<file path="src/rtl/i2s_dac_tx.sv">
// Stereo I2S master transmitter: BCLK/LRCK generation, one-bit-delayed
// MSB-first serialization of double-buffered 16-bit L/R sample pairs.
module i2s_dac_tx #(
   parameter int BCLK_HALF = 8,
   parameter int SLOT_BITS = 32
) (
   input  logic        Clk,
   input  logic        Reset,
   input  logic [15:0] Sample_L,
   input  logic [15:0] Sample_R,
   input  logic        Sample_valid,
   output logic        Sample_ready,
   output logic        BCLK,
   output logic        LRCK,
   output logic        DACDAT,
   output logic        Frame_start,
   output logic        Underrun
);

   localparam int FRAME_BITS = 2 * SLOT_BITS;
   localparam int DW = $clog2(BCLK_HALF);
   localparam int BW = $clog2(FRAME_BITS);

   localparam logic [DW-1:0] DIV_LAST = DW'(BCLK_HALF - 1);
   localparam logic [BW-1:0] BIT_LAST = BW'(FRAME_BITS - 1);
   localparam logic [BW-1:0] SLOT_LEN = BW'(SLOT_BITS);
   localparam logic [BW-1:0] MSB_POS  = BW'(1);
   localparam logic [BW-1:0] LSB_POS  = BW'(16);

   logic [DW-1:0] div_cnt_q, div_cnt_d;
   logic [BW-1:0] bit_cnt_q, bit_cnt_d;
   logic          bclk_q, bclk_d;
   logic          lrck_q, lrck_d;
   logic          dacdat_q, dacdat_d;
   logic          frame_start_q, frame_start_d;
   logic          underrun_q, underrun_d;
   logic          full_q, full_d;
   logic [15:0]   hold_l_q, hold_l_d;
   logic [15:0]   hold_r_q, hold_r_d;
   logic [15:0]   sh_l_q, sh_l_d;
   logic [15:0]   sh_r_q, sh_r_d;

   logic          div_wrap;
   logic          fall;
   logic          load;
   logic          accept;
   logic          in_right;
   logic          data_slot;
   logic [BW-1:0] slot_k;

   // Bit timing: the divider wrap toggles BCLK, a falling toggle steps bit_cnt.
   always_comb begin
      div_wrap  = (div_cnt_q == DIV_LAST);
      fall      = div_wrap & bclk_q;
      load      = fall & (bit_cnt_q == BIT_LAST);
      accept    = Sample_valid & ~full_q;
      div_cnt_d = div_wrap ? '0 : div_cnt_q + 1'b1;
      bclk_d    = bclk_q ^ div_wrap;
      bit_cnt_d = bit_cnt_q;
      if (fall) begin
         bit_cnt_d = (bit_cnt_q == BIT_LAST) ? '0 : bit_cnt_q + 1'b1;
      end
      in_right  = (bit_cnt_d >= SLOT_LEN);
      slot_k    = in_right ? bit_cnt_d - SLOT_LEN : bit_cnt_d;
      data_slot = (slot_k >= MSB_POS) && (slot_k <= LSB_POS);
   end

   always_comb begin
      lrck_d        = lrck_q;
      dacdat_d      = dacdat_q;
      frame_start_d = 1'b0;
      underrun_d    = 1'b0;
      full_d        = full_q;
      hold_l_d      = hold_l_q;
      hold_r_d      = hold_r_q;
      sh_l_d        = sh_l_q;
      sh_r_d        = sh_r_q;

      if (fall) begin
         lrck_d   = in_right;
         dacdat_d = 1'b0;
         if (data_slot && in_right) begin
            dacdat_d = sh_r_q[15];
            sh_r_d   = {sh_r_q[14:0], 1'b0};
         end else if (data_slot) begin
            dacdat_d = sh_l_q[15];
            sh_l_d   = {sh_l_q[14:0], 1'b0};
         end
      end

      // Load lands on slot offset 0, so it never collides with a shift.
      if (load) begin
         frame_start_d = 1'b1;
         if (full_q) begin
            sh_l_d = hold_l_q;
            sh_r_d = hold_r_q;
            full_d = 1'b0;
         end else if (accept) begin
            sh_l_d = Sample_L;
            sh_r_d = Sample_R;
         end else begin
            sh_l_d     = '0;
            sh_r_d     = '0;
            underrun_d = 1'b1;
         end
      end else if (accept) begin
         hold_l_d = Sample_L;
         hold_r_d = Sample_R;
         full_d   = 1'b1;
      end
   end

   always_ff @(posedge Clk) begin
      if (Reset) begin
         div_cnt_q     <= '0;
         bit_cnt_q     <= BIT_LAST;
         bclk_q        <= 1'b0;
         lrck_q        <= 1'b0;
         dacdat_q      <= 1'b0;
         frame_start_q <= 1'b0;
         underrun_q    <= 1'b0;
         full_q        <= 1'b0;
         hold_l_q      <= '0;
         hold_r_q      <= '0;
         sh_l_q        <= '0;
         sh_r_q        <= '0;
      end else begin
         div_cnt_q     <= div_cnt_d;
         bit_cnt_q     <= bit_cnt_d;
         bclk_q        <= bclk_d;
         lrck_q        <= lrck_d;
         dacdat_q      <= dacdat_d;
         frame_start_q <= frame_start_d;
         underrun_q    <= underrun_d;
         full_q        <= full_d;
         hold_l_q      <= hold_l_d;
         hold_r_q      <= hold_r_d;
         sh_l_q        <= sh_l_d;
         sh_r_q        <= sh_r_d;
      end
   end

   assign Sample_ready = ~full_q;
   assign BCLK         = bclk_q;
   assign LRCK         = lrck_q;
   assign DACDAT       = dacdat_q;
   assign Frame_start  = frame_start_q;
   assign Underrun     = underrun_q;

endmodule

</file>
<file path="config.mk">
export PLATFORM = sky130hd
export DESIGN_NAME = i2s_dac_tx
export DESIGN_NICKNAME = d
export VERILOG_FILES = /design/src/rtl/i2s_dac_tx.sv
export SDC_FILE = /design/constraint.sdc
export NUM_CORES = 1
export LEC_CHECK = 0
export ABC_CLOCK_PERIOD_IN_PS = 3100
export BUFFER_PORTS_ARGS = -buffer_cell sky130_fd_sc_hd__buf_2
export CAP_MARGIN = 15
export CELL_PAD_IN_SITES_DETAIL_PLACEMENT = 2
export CELL_PAD_IN_SITES_GLOBAL_PLACEMENT = 2
export CORE_MARGIN = 2
export CORE_UTILIZATION = 34
export DETAILED_ROUTE_END_ITERATION = 10
export HOLD_SLACK_MARGIN = 0.02
export PLACE_DENSITY = 0.83
export SLEW_MARGIN = 20
export SYNTH_ARGS = -nofsm -noshare
export SYNTH_HDL_FRONTEND = slang
export SYNTH_SLANG_ARGS = --single-unit
</file>
<file path="constraint.sdc">
create_clock -name Clk -period 3.1 [get_ports Clk]
set_input_delay 0.31 -clock Clk [delete_from_list [all_inputs] [get_ports Clk]]
set_output_delay 0.31 -clock Clk [all_outputs]
set_load 0.1 [all_outputs]
</file>
Word level (Yosys, flattened, before mapping)
Index checks and enable logic that the tools add are counted.
{"block": "op_classes", "add_sub_neg": 3, "magnitude_cmp": 3, "eq_ne": 3, "muxes": 18, "bitwise_logic": 6, "reduce_logical": 11}
{"operator": "16-bit two-way mux", "n": 11}
{"operator": "6-bit two-way mux", "n": 3}
{"operator": "6-bit by 1-bit adder with 6-bit output, second input constant", "n": 1}
{"operator": "6-bit equality test, second input constant", "n": 1}
{"operator": "6-bit by 1-bit greater-or-equal comparator with 1-bit output, second input constant", "n": 1}
{"operator": "6-bit greater-or-equal comparator, second input constant", "n": 1}
{"operator": "6-bit by 5-bit <= comparator with 1-bit output, second input constant", "n": 1}
{"operator": "2-bit nonzero test", "n": 3}
{"operator": "6-bit subtractor, second input constant", "n": 1}
{"operator": "1-bit two-way mux", "n": 4}
{"operator": "2-bit AND reduction", "n": 2}
{"operator": "2-bit OR reduction", "n": 2}
{"operator": "3-bit by 1-bit adder with 3-bit output, second input constant", "n": 1}
{"operator": "1-bit AND", "n": 3}
{"operator": "3-bit equality test, second input constant", "n": 1}
{"operator": "3-bit AND reduction", "n": 1}
{"operator": "3-bit OR reduction", "n": 1}
{"operator": "1-bit logical AND", "n": 2}
{"operator": "2-bit != test, second input constant", "n": 1}
{"operator": "1-bit NOT", "n": 2}
{"operator": "1-bit XOR", "n": 1}
{"block": "totals", "ff_bits": 79, "output_inout_bits": 6}

Depth between registers and ports, before layout
Gate-level depths: netlist of the first run.
{"block": "depth", "word_depth": 11, "ltp_mapped": 12, "depth_no_buf": 9}

Worst setup path before layout of the first run
OpenSTA, ideal clock, no wires.
{"block": "synth_path", "path_kind": "reg2reg", "start": "register bclk_q, in the netlist BCLK", "end": "register sh_l_q[5]", "setup_time_ns": 0.132, "arrival_time_ns": 2.775, "t_required_ns": 2.968, "setup_slack_ns": 0.193, "stages_incl_launch_ff": 10, "path_buffers": 2, "synth_period_minus_slack_ns": 2.907, "cell_sequence": "dfxtp_1 -> ha_1 -> buf_4 -> nor2b_1 -> a21o_1 -> o31a_1 -> mux2_2 -> buf_2 -> o21ai_0 -> a21oi_1"}
{"block": "synth_via", "elab_chain_len": 9, "elab_cells_between_ends": 15, "classes_between": "1 x add/sub; 3 x order compare; 1 x eq/ne; 3 x mux; 2 x bitwise; 5 x reduce/logical"}
{"element": "from (decl)", "line": "32", "rtl": "logic bclk_q, bclk_d;"}
{"element": "from (signal assigned)", "line": "130", "rtl": "bclk_q <= bclk_d;"}
{"element": "1-bit AND (*)", "line": "54", "rtl": "fall = div_wrap & bclk_q;"}
{"element": "6-bit two-way mux", "line": "60", "rtl": "if (fall) begin"}
{"element": "6-bit subtractor or 6-bit greater-or-equal comparator (tied branches)", "line": "64, 63"}
{"element": "6-bit two-way mux", "line": "64", "rtl": "slot_k = in_right ? bit_cnt_d - SLOT_LEN : bit_cnt_d;"}
{"element": "6-bit by 1-bit greater-or-equal comparator with 1-bit output or 6-bit by 5-bit <= comparator with 1-bit output (tied branches)", "line": "65", "rtl": "data_slot = (slot_k >= MSB_POS) && (slot_k <= LSB_POS);"}
{"element": "1-bit logical AND", "line": "65"}
{"element": "1-bit logical AND", "line": "82", "rtl": "if (data_slot && in_right) begin"}
{"element": "2-bit != test (no source line)"}
{"element": "3-bit AND reduction (no source line)"}
{"element": "to (signal assigned)", "line": "138", "rtl": "sh_l_q <= sh_l_d;"}
{"element": "to (decl)", "line": "40", "rtl": "logic [15:0] sh_l_q, sh_l_d;"}
Mark *: on every way between the ends. The rest lies on a longest branch, timed or not.
A chain may end at the register's enable or synchronous reset.

Worst setup path after layout of the first run
{"block": "layout_path", "start": "register div_cnt_q[0]", "end": "register sh_l_q[1]"}
{"block": "layout_via", "elab_chain_len": 10, "elab_cells_between_ends": 16, "classes_between": "1 x add/sub; 3 x order compare; 2 x eq/ne; 3 x mux; 2 x bitwise; 5 x reduce/logical"}
{"element": "from (decl)", "line": "30", "rtl": "logic [DW-1:0] div_cnt_q, div_cnt_d;"}
{"element": "from (signal assigned)", "line": "128", "rtl": "div_cnt_q <= div_cnt_d;"}
{"element": "3-bit equality test (*)", "line": "53", "rtl": "div_wrap = (div_cnt_q == DIV_LAST);"}
{"element": "1-bit AND (*)", "line": "54"}
{"element": "6-bit two-way mux", "line": "60"}
{"element": "6-bit subtractor or 6-bit greater-or-equal comparator (tied branches)", "line": "64, 63"}
{"element": "6-bit two-way mux", "line": "64"}
{"element": "6-bit by 1-bit greater-or-equal comparator with 1-bit output or 6-bit by 5-bit <= comparator with 1-bit output (tied branches)", "line": "65"}
{"element": "1-bit logical AND", "line": "65"}
{"element": "1-bit logical AND", "line": "82"}
{"element": "2-bit != test (no source line)"}
{"element": "3-bit AND reduction (no source line)"}
Marks and branches as above.

==> results.md, run 1 <==
- Die Ht: 111 microns
- CP peak stage delay: 0.41 ns
- Max Clk Rate: 366 MHz
- Unrepaired setup endpoints after global routing: no
- Worst-Skew Late Latency: 0.34 ns
- Wire length of the first global-routing pass: 21600 microns
- Crit path top cell by count: ha_1
- Syn Inst Count: 521
- Setup-failing EPs final: 0
- Initial drt markers: 190
- Detail Route Antenna Nets: 0
- Path depth of the worst reg2reg path: 10
- Status: completed
- Async S/R FF share, synth: 0
- Initial antenna violation count: 0
- 1st-pass router iterations: 4
- Largest net degree at the start of global routing: 46
- Post-synth EDFFs: 0
- Final HPWL DP: 8330 microns
- IO Pins: 41
- Critical path fanouts, max: 19
- Vias per cell: 5.58
- CTS tree: yes
- Layout cells sized above 1: 0.166
- Yosys warns: 0
- Lkg Pwr: 1.64 nW
- CTS H-Tree Depth: 3
- Clock Tree Buf Depth: 2
- Remaining Overflow, GRT: 0
- Setup tns final: 0 ns
- CP Launch Point: div_cnt_q[0]
- Total Nets Final: 584
- Clk_skew: 0.00760 ns
- Grt met3 use: 0.0405
- Most used routing layer: met2
- Crit-path slowest cell: mux2_2
- Drt total wl: 13000 microns
- Tcrit/Tclk final: 0.881
- Synth Cell Area: 3910 sq um
- CP Cell Sequence: ha_1, ha_1, ha_4, nand2_1, nor2_4, buf_4, nor3_1, mux2_2, o21ai_0, a21oi_1
- CP endpoint kind: flop
- VDD IR max: 0.205 mV
- Mux cell area share after synthesis: 0.00831
- WL/cell: 18.7 microns
- Slew of the pin with the lowest slew margin: 0.841 ns
- Die area: 12400 sq um
- Setup CP Type: flop to flop
- Vias: 3862
- Met1 GRT Util: 0.267
- Synth Area in Adders: 0.0160
- Compound-Gate Fraction of Synth Area: 0.229
- Synth Area in Simple Gates: 0.274
- Largest family of logic cells by synthesized area: simple AND/OR/NAND/NOR gates
- ANT cells: 0
- PnR worst setup slack: 0.370 ns
- Root buffer cell: clkbuf_16
- Hold depth: 3
- Maxcap violations: 0
- Type of the tightest min-delay check: primary input to flop
- Max-slew violations: 0
- Sequential fraction of the synthesis area: 0.404
- Core Rows: 39
- Hold Vio Cnt, Final: 0
- Xor and xnor area share after synthesis: 0.00895
- Syn Area/Cell: 7.51 sq um
- Worst EP required: 3.32 ns
- Pwr per Cell Area: 530 nW/um^2
- Commonest non-fill, non-tap cell in the layout: nand2_1
- Setup WS pre-CTS: 0.100 ns
- CP arrival: 2.95 ns
- Yosys reg bits: 79
- FILL cells: 1307
- Unique cell type count in the Yosys netlist: 47
- Hold wc startpoint: Sample_R[9]
- Number of CTS-inserted buffers: 9
- Startpoint Class: flop
- DRC: 0
- Area Overhead vs Synth: 16.2%
- Vias in the first global route: 4163
- Max-slew headroom: 0.439
- CTS Sinks: 79
- Main flop type after synthesis: dfxtp_1
- Commonest cells after routing, fill and taps aside: 105 x nand2_1, 79 x dfxtp_1, 53 x a21oi_1
- Port bufs: 40
- GR Util met2: 0.387
- Core area: 11300 sq um
- Starting Density: 0.346
- Gpl congestion: 0.802
- Post-CTS setup buffer count: 0
- Synthesized netlist net count: 561
- Crit path time final: 2.73 ns
- R2R Path Start: div_cnt_q[0]
- GRT Total Usage: 0.216
- CTS clk-pin slew, worst paths: 0.06 ns
- Die extent in x: 111 microns
-- area by class of cell --
cell class	instances	area, sq um	share of cell area
Sequential cell	79	1580	0.348
Multi-Input combinational cell	394	2120	0.466
Tap cell	143	179	0.0393
Clock buffer	13	260	0.0572
Timing Repair Buffer	58	335	0.0737
Inverter	2	7.51	0.00165
Clock inverter	3	65.1	0.0143
-- report_power, final --
part           internal, mW  total [mW]  switching, mW
Clock                 0.749        1.17          0.422
Sequential             1.04        1.06         0.0140
Combinational        0.0588       0.183          0.124
Total                  1.85        2.41          0.560
-- registers in the layout, summed over array words and instances, names as in the netlist, 3 cells and up --
| signal | count |
|---|---|
| div_cnt_q | 3 |
| hold_l_q | 16 |
| sh_r_q | 16 |
| hold_r_q | 16 |
| sh_l_q | 16 |
| bit_cnt_q | 6 |
-- through the flow --
stage | instances | util | hold WS, ns | area, sq um | total power [mW]
2_1_floorplan | 521 | - | 0.404 | 3910 | 1.18
3_3_place_gp | 676 | 0.372 | 0.412 | 4210 | 1.25
3_5_place_dp | 676 | 0.372 | 0.450 | 4210 | 1.26
4_1_cts | 692 | 0.401 | 0.211 | 4540 | 2.44
5_1_grt | 692 | 0.402 | 0.217 | 4550 | 2.50
6_report | 692 | 0.402 | 0.219 | 4550 | 2.41
-- worst max-delay path: cells and delay by family (launching register included) --
kind | cells | cell delay [ns]
multiplexers | 1 | 0.41
AO/OA/AOI/OAI | 2 | 0.36
buffers and inverters | 1 | 0.28
flip-flops | 1 | 0.35
adder cells (fa/ha/maj) | 3 | 0.71
AND/OR/NAND/NOR | 3 | 0.49
-- cells by family after synthesis --
logic type,after synthesis
buffers and inverters,48
AOI/OAI and AO/OA,145
adders and majority gates,5
xor gates and xnor gates,4
DFF,79
and+or+nand+nor,237
muxes,3
-- path summary, 6_finish.rpt --
kind                   to  slack [ns]
min           hold_r_q[9]        0.22
max reg2reg     sh_l_q[1]        0.37
min reg2reg  hold_r_q[12]        0.46
max             sh_l_q[1]        0.37
-- cells in the mapped netlist (2+ instances only) --
| library cell | number | area [sq um] |
|---|---|---|
| clkbuf_1 | 30 | 113 |
| nand2b_1 | 19 | 119 |
| nor2b_1 | 2 | 12.5 |
| inv_1 | 2 | 7.51 |
| buf_1 | 4 | 15.0 |
| nor2_1 | 36 | 135 |
| o21ai_0 | 40 | 200 |
| dfxtp_1 | 79 | 1580 |
| and3_1 | 3 | 18.8 |
| nand4_1 | 2 | 12.5 |
| buf_2 | 6 | 30.0 |
| mux2_2 | 2 | 22.5 |
| buf_6 | 3 | 33.8 |
| o21bai_1 | 2 | 15.0 |
| or3_1 | 3 | 18.8 |
| nor3b_1 | 2 | 15.0 |
| nand3_1 | 49 | 245 |
| o21ai_2 | 9 | 78.8 |
| a31oi_1 | 15 | 93.8 |
| a311oi_1 | 15 | 131 |
| o32ai_2 | 2 | 32.5 |
| nand2_1 | 105 | 394 |
| a21oi_1 | 53 | 265 |
| nor3_1 | 8 | 40.0 |
| ha_1 | 5 | 62.6 |
| xnor2_1 | 4 | 35.0 |
-- per-layer routing --
metal | up-vias | part of all wire
met2 | 53 | 0.51
met3 | 14 | 0.030
li1 | 1867 | -
met5 | - | 0
met4 | 0 | 0.012
met1 | 1928 | 0.45
-- repair_timing --
| item | CTS | global route |
|---|---|---|
| hold buffers | 0 | 0 |
| hold endpoints to repair | 0 | 0 |
| setup endpoints to repair | 0 | 32 |
| resized for setup | 0 | 2 |
No activity file was read; power rests on OpenSTA's default activity.
==> inputs of run 2 (changes only) <==
CORE_UTILIZATION = 35   (was 34)
CTS_BUF_LIST = sky130_fd_sc_hd__clkbuf_4   (was unset)
PLACE_DENSITY = 0.85   (was 0.83)
==> results.md, run 2 (same netlist as run 1, synthesis figures left out) <==
- Status: completed
- Area Overhead vs Synth: 12.4%
- Worst-Skew Late Latency: 0.47 ns
- Layout cells sized above 1: 0.161
- Total Nets Final: 580
- Clock Tree Buf Depth: 2
- Type of the tightest min-delay check: primary input to flop
- CTS clk-pin slew, worst paths: 0.13 ns
- Core Rows: 38
- Vias in the first global route: 4012
- Wire length of the first global-routing pass: 20600 microns
- WL/cell: 18.0 microns
- Max-slew headroom: 0.524
- Remaining Overflow, GRT: 0
- Vias per cell: 5.57
- Gpl congestion: 0.829
- GRT Total Usage: 0.220
- VDD IR max: 0.279 mV
- Setup WS pre-CTS: -0.00965 ns
- Lkg Pwr: 1.56 nW
- ANT cells: 0
- Worst EP required: 3.46 ns
- Clk_skew: 0.0136 ns
- Startpoint Class: flop
- Port bufs: 40
- Hold buffers post-CTS: 0
- Core area: 10900 sq um
- Critical path fanouts, max: 33
- Final HPWL DP: 7880 microns
- Detail Route Antenna Nets: 0
- CP arrival: 3.10 ns
- Commonest non-fill, non-tap cell in the layout: nand2_1
- Number of CTS-inserted buffers: 9
- Hold Vio Cnt, Final: 0
- Initial drt markers: 163
- Setup-failing EPs final: 0
- PnR worst setup slack: 0.355 ns
- Maxcap violations: 0
- Post-CTS setup buffer count: 0
- CP endpoint kind: flop
- Root buffer cell: clkbuf_4
- 1st-pass router iterations: 4
- Die extent in x: 110 microns
- Max Clk Rate: 364 MHz
- Setup CP Type: flop to flop
- Unrepaired setup endpoints after global routing: no
- Die Ht: 110 microns
- CTS H-Tree Depth: 3
- CTS tree: yes
- Starting Density: 0.359
- Fin util: 0.404
- CTS Sinks: 79
- DRC: 0
- Pwr per Cell Area: 463 nW/um^2
- Max-slew violations: 0
- Drt total wl: 12300 microns
- Vias: 3814
- Slew of the pin with the lowest slew margin: 0.714 ns
- Tcrit/Tclk final: 0.886
- Commonest cells after routing, fill and taps aside: 105 x nand2_1, 79 x dfxtp_1, 53 x a21oi_1
- Initial antenna violation count: 0
- IO Pins: 41
- Largest net degree at the start of global routing: 58
- Crit path time final: 2.75 ns
- Die area: 12000 sq um
-- run 2: changes by cell type in the layout (fill, tap and decap cells not counted), sizes merged --
| cell | change |
|---|---|
| bufinv | +1 |
| clkbuf | -4 |
| clkinv | +2 |
| clkinvlp | +1 |
| buf | -4 |
-- run 2: where the power goes --
part	internal [mW]	total, mW	switching [mW]
Combinational	0.0586	0.178	0.119
Sequential	1.04	1.06	0.0138
Clock	0.402	0.801	0.399
-- run 2: repair_timing --
action,in CTS,in global routing
hold endpoints to repair,0,0
pin swaps,0,0
gates resized for setup,1,2
endpoints found under the setup margin,3,18
-- run 2: path summary, 6_finish.rpt --
path	slack [ns]	to	cells past startpoint	startpoint
min	0.08	hold_r_q[12]	3	Sample_R[12]
min reg2reg	0.46	div_cnt_q[0]	1	div_cnt_q[0]
max	0.35	sh_l_q[7]	10	div_cnt_q[0]
max reg2reg	0.35	sh_l_q[7]	10	div_cnt_q[0]
-- run 2: per-stage QoR --
| step | cell area [sq um] | power [mW] | hold WS [ns] | setup TNS, ns | cells |
|---|---|---|---|---|---|
| 6_report | 4400 | 2.04 | 0.0763 | 0 | 685 |
| 5_1_grt | 4400 | 2.14 | 0.0552 | 0 | 685 |
| 4_1_cts | 4380 | 2.05 | 0.0591 | 0 | 685 |
| 3_5_place_dp | 4200 | 1.26 | 0.450 | -0.00965 | 669 |
| 3_3_place_gp | 4200 | 1.25 | 0.416 | 0 | 669 |
| 2_1_floorplan | 3910 | 1.18 | 0.404 | 0 | 521 |
-- run 2: cell type report --
class	count	area, sq um
Timing Repair Buffer	54	334
Clock inverter	7	111
Clock buffer	9	67.6
Fill cell	1273	6490
Sequential cell	79	1580
Multi-Input combinational cell	394	2120
Inverter	2	7.51
Tap cell	140	175
-- run 2: worst max-delay path, stage by stage, from the launching register on --
cell,delay [ns]
dfxtp_1,0.37
ha_1,0.17
ha_1,0.29
ha_4,0.27
nand2_1,0.17
nor2_4,0.22
buf_6,0.28
a21oi_1,0.09
mux2_2,0.40
o21ai_0,0.25
a21oi_1,0.11
-- run 2: per-layer routing --
layer | GRT usage | part of all wire | vias up
met5 | 0 | 0 | -
met4 | 0.0651 | 0.016 | 0
met3 | 0.0433 | 0.029 | 17
met2 | 0.377 | 0.49 | 53
met1 | 0.279 | 0.46 | 1891
li1 | - | - | 1853
==> inputs of run 3 (changes only) <==
PLACE_DENSITY = 0.81   (was 0.85)
==> results.md, run 3 (same netlist as run 1, synthesis figures left out) <==
- Core area: 10900 sq um
- DRC: 0
- Area Overhead vs Synth: 12.2%
- CTS clk-pin slew, worst paths: 0.14 ns
- Hold buffers post-CTS: 0
- Hold depth: 3
- VDD IR max: 0.342 mV
- Die area: 12000 sq um
- Lkg Pwr: 1.56 nW
- Initial drt markers: 158
- Critical path fanouts, max: 16
- Post-CTS Resized: 1
- Vias per cell: 5.63
- Drt total wl: 12700 microns
- Status: completed
- Port bufs: 40
- Commonest cells after routing, fill and taps aside: 105 x nand2_1, 79 x dfxtp_1, 53 x a21oi_1
- R2R Path End: sh_l_q[11]
- Layout cells sized above 1: 0.166
- CP Launch Point: div_cnt_q[0]
- Tcrit/Tclk final: 0.899
- Total Nets Final: 582
- Detail Route Antenna Nets: 0
- Post-CTS setup buffer count: 0
- Startpoint Class: flop
- Max Clk Rate: 359 MHz
- Unrepaired setup endpoints after global routing: no
- Maxcap violations: 0
- Slew of the pin with the lowest slew margin: 0.962 ns
- Worst R2R Setup Slack: 0.31 ns
- Starting Density: 0.359
- Max-slew headroom: 0.359
- Setup tns final: 0 ns
- Critical path destination: sh_l_q[11]
- 1st-pass router iterations: 4
- Worst EP required: 3.48 ns
- Number of CTS-inserted buffers: 9
- Path depth of the worst reg2reg path: 9
- Setup-failing EPs final: 0
- Wire length of the first global-routing pass: 20900 microns
- IO Pins: 41
- CP arrival: 3.17 ns
- Largest net degree at the start of global routing: 65
- Core Rows: 38
- Hold Vio Cnt, Final: 0
- Die Ht: 110 microns
- Clock Tree Buf Depth: 2
- Die extent in x: 110 microns
- CTS tree: yes
- Initial antenna violation count: 0
- Gpl congestion: 0.835
- Remaining Overflow, GRT: 0
- ANT cells: 0
- FILL cells: 1289
- Vias: 3870
- Worst-Skew Late Latency: 0.46 ns
- R2R Path Start: div_cnt_q[0]
- Pwr Total: 1.96 mW
- Crit path time final: 2.79 ns
- Type of the tightest min-delay check: primary input to flop
- Setup CP Type: flop to flop
- Clk_skew: 0.0243 ns
- Pwr per Cell Area: 446 nW/um^2
- Commonest non-fill, non-tap cell in the layout: nand2_1
- GRT Total Usage: 0.225
- Final HPWL DP: 8410 microns
- CTS H-Tree Depth: 3
- Root buffer cell: clkbuf_4
- CP endpoint kind: flop
- CTS Sinks: 79
- WL/cell: 18.5 microns
- Vias in the first global route: 4121
- Max-slew violations: 0
run 3: cell count changes in the layout (fill, tap and decap cells not counted):
cell	delta
buf_4	+3
buf_6	-1
bufinv_16	-1
clkbuf_4	+1
clkinv_1	-1
clkinvlp_4	+1
run 3: metal layers:
metal,vias up,global-route usage,share of wire
li1,1862,-,-
met1,1937,0.273,0.45
met2,59,0.401,0.50
met3,12,0.0522,0.038
met4,0,0.0533,0.011
met5,-,0,0
run 3: through the flow:
stage               std cells  hold slack, ns  setup WS (ns)   util  instance area [sq um]
finish                    687          0.0814          0.312  0.403                   4390
floorplan                 521           0.404          0.193      -                   3910
global route              687          0.0607         0.0422  0.403                   4390
global placement          671           0.413          0.299  0.387                   4220
CTS                       687          0.0481          0.125  0.402                   4380
detailed placement        671           0.450         0.0234  0.387                   4220
run 3: final cells by class:
type / instances / area (sq um) / area share
inverters: 2 / 7.51 / 0.00171
multi-input cells: 394 / 2120 / 0.483
repair buffers: 56 / 345 / 0.0787
clock inverters: 6 / 85.1 / 0.0194
clock buffers: 10 / 75.1 / 0.0171
flip-flops and latches: 79 / 1580 / 0.360
well taps: 140 / 175 / 0.0399
run 3: where the power goes:
group          switching [mW]  leakage, nW  internal, mW
Combinational           0.122        0.831        0.0595
Sequential             0.0139        0.642          1.04
Clock                   0.384       0.0824         0.333
Total                   0.520         1.56          1.44
run 3: worst max-delay path: stages, from the launching register on:
cell and delay, ns:
dfxtp_1 0.37, ha_1 0.16, ha_1 0.28, ha_4 0.27, nand2_1 0.18, or3_1 0.51
a21oi_1 0.23, mux2_2 0.36, o21ai_0 0.16, a21oi_1 0.18
run 3: worst min-delay path by stage:
| stage | to | from | slack (ns) |
|---|---|---|---|
| 3_3_place_gp | div_cnt_q[0] | div_cnt_q[0] | 0.41 |
| 2_1_floorplan | div_cnt_q[0] | div_cnt_q[0] | 0.40 |
| 3_5_place_dp | hold_l_q[3] | hold_l_q[3] | 0.45 |
| 4_1_cts | hold_r_q[7] | Sample_R[7] | 0.05 |
| 5_1_grt | hold_l_q[7] | Sample_L[7] | 0.06 |
| 6_report | hold_r_q[6] | Sample_R[6] | 0.08 |
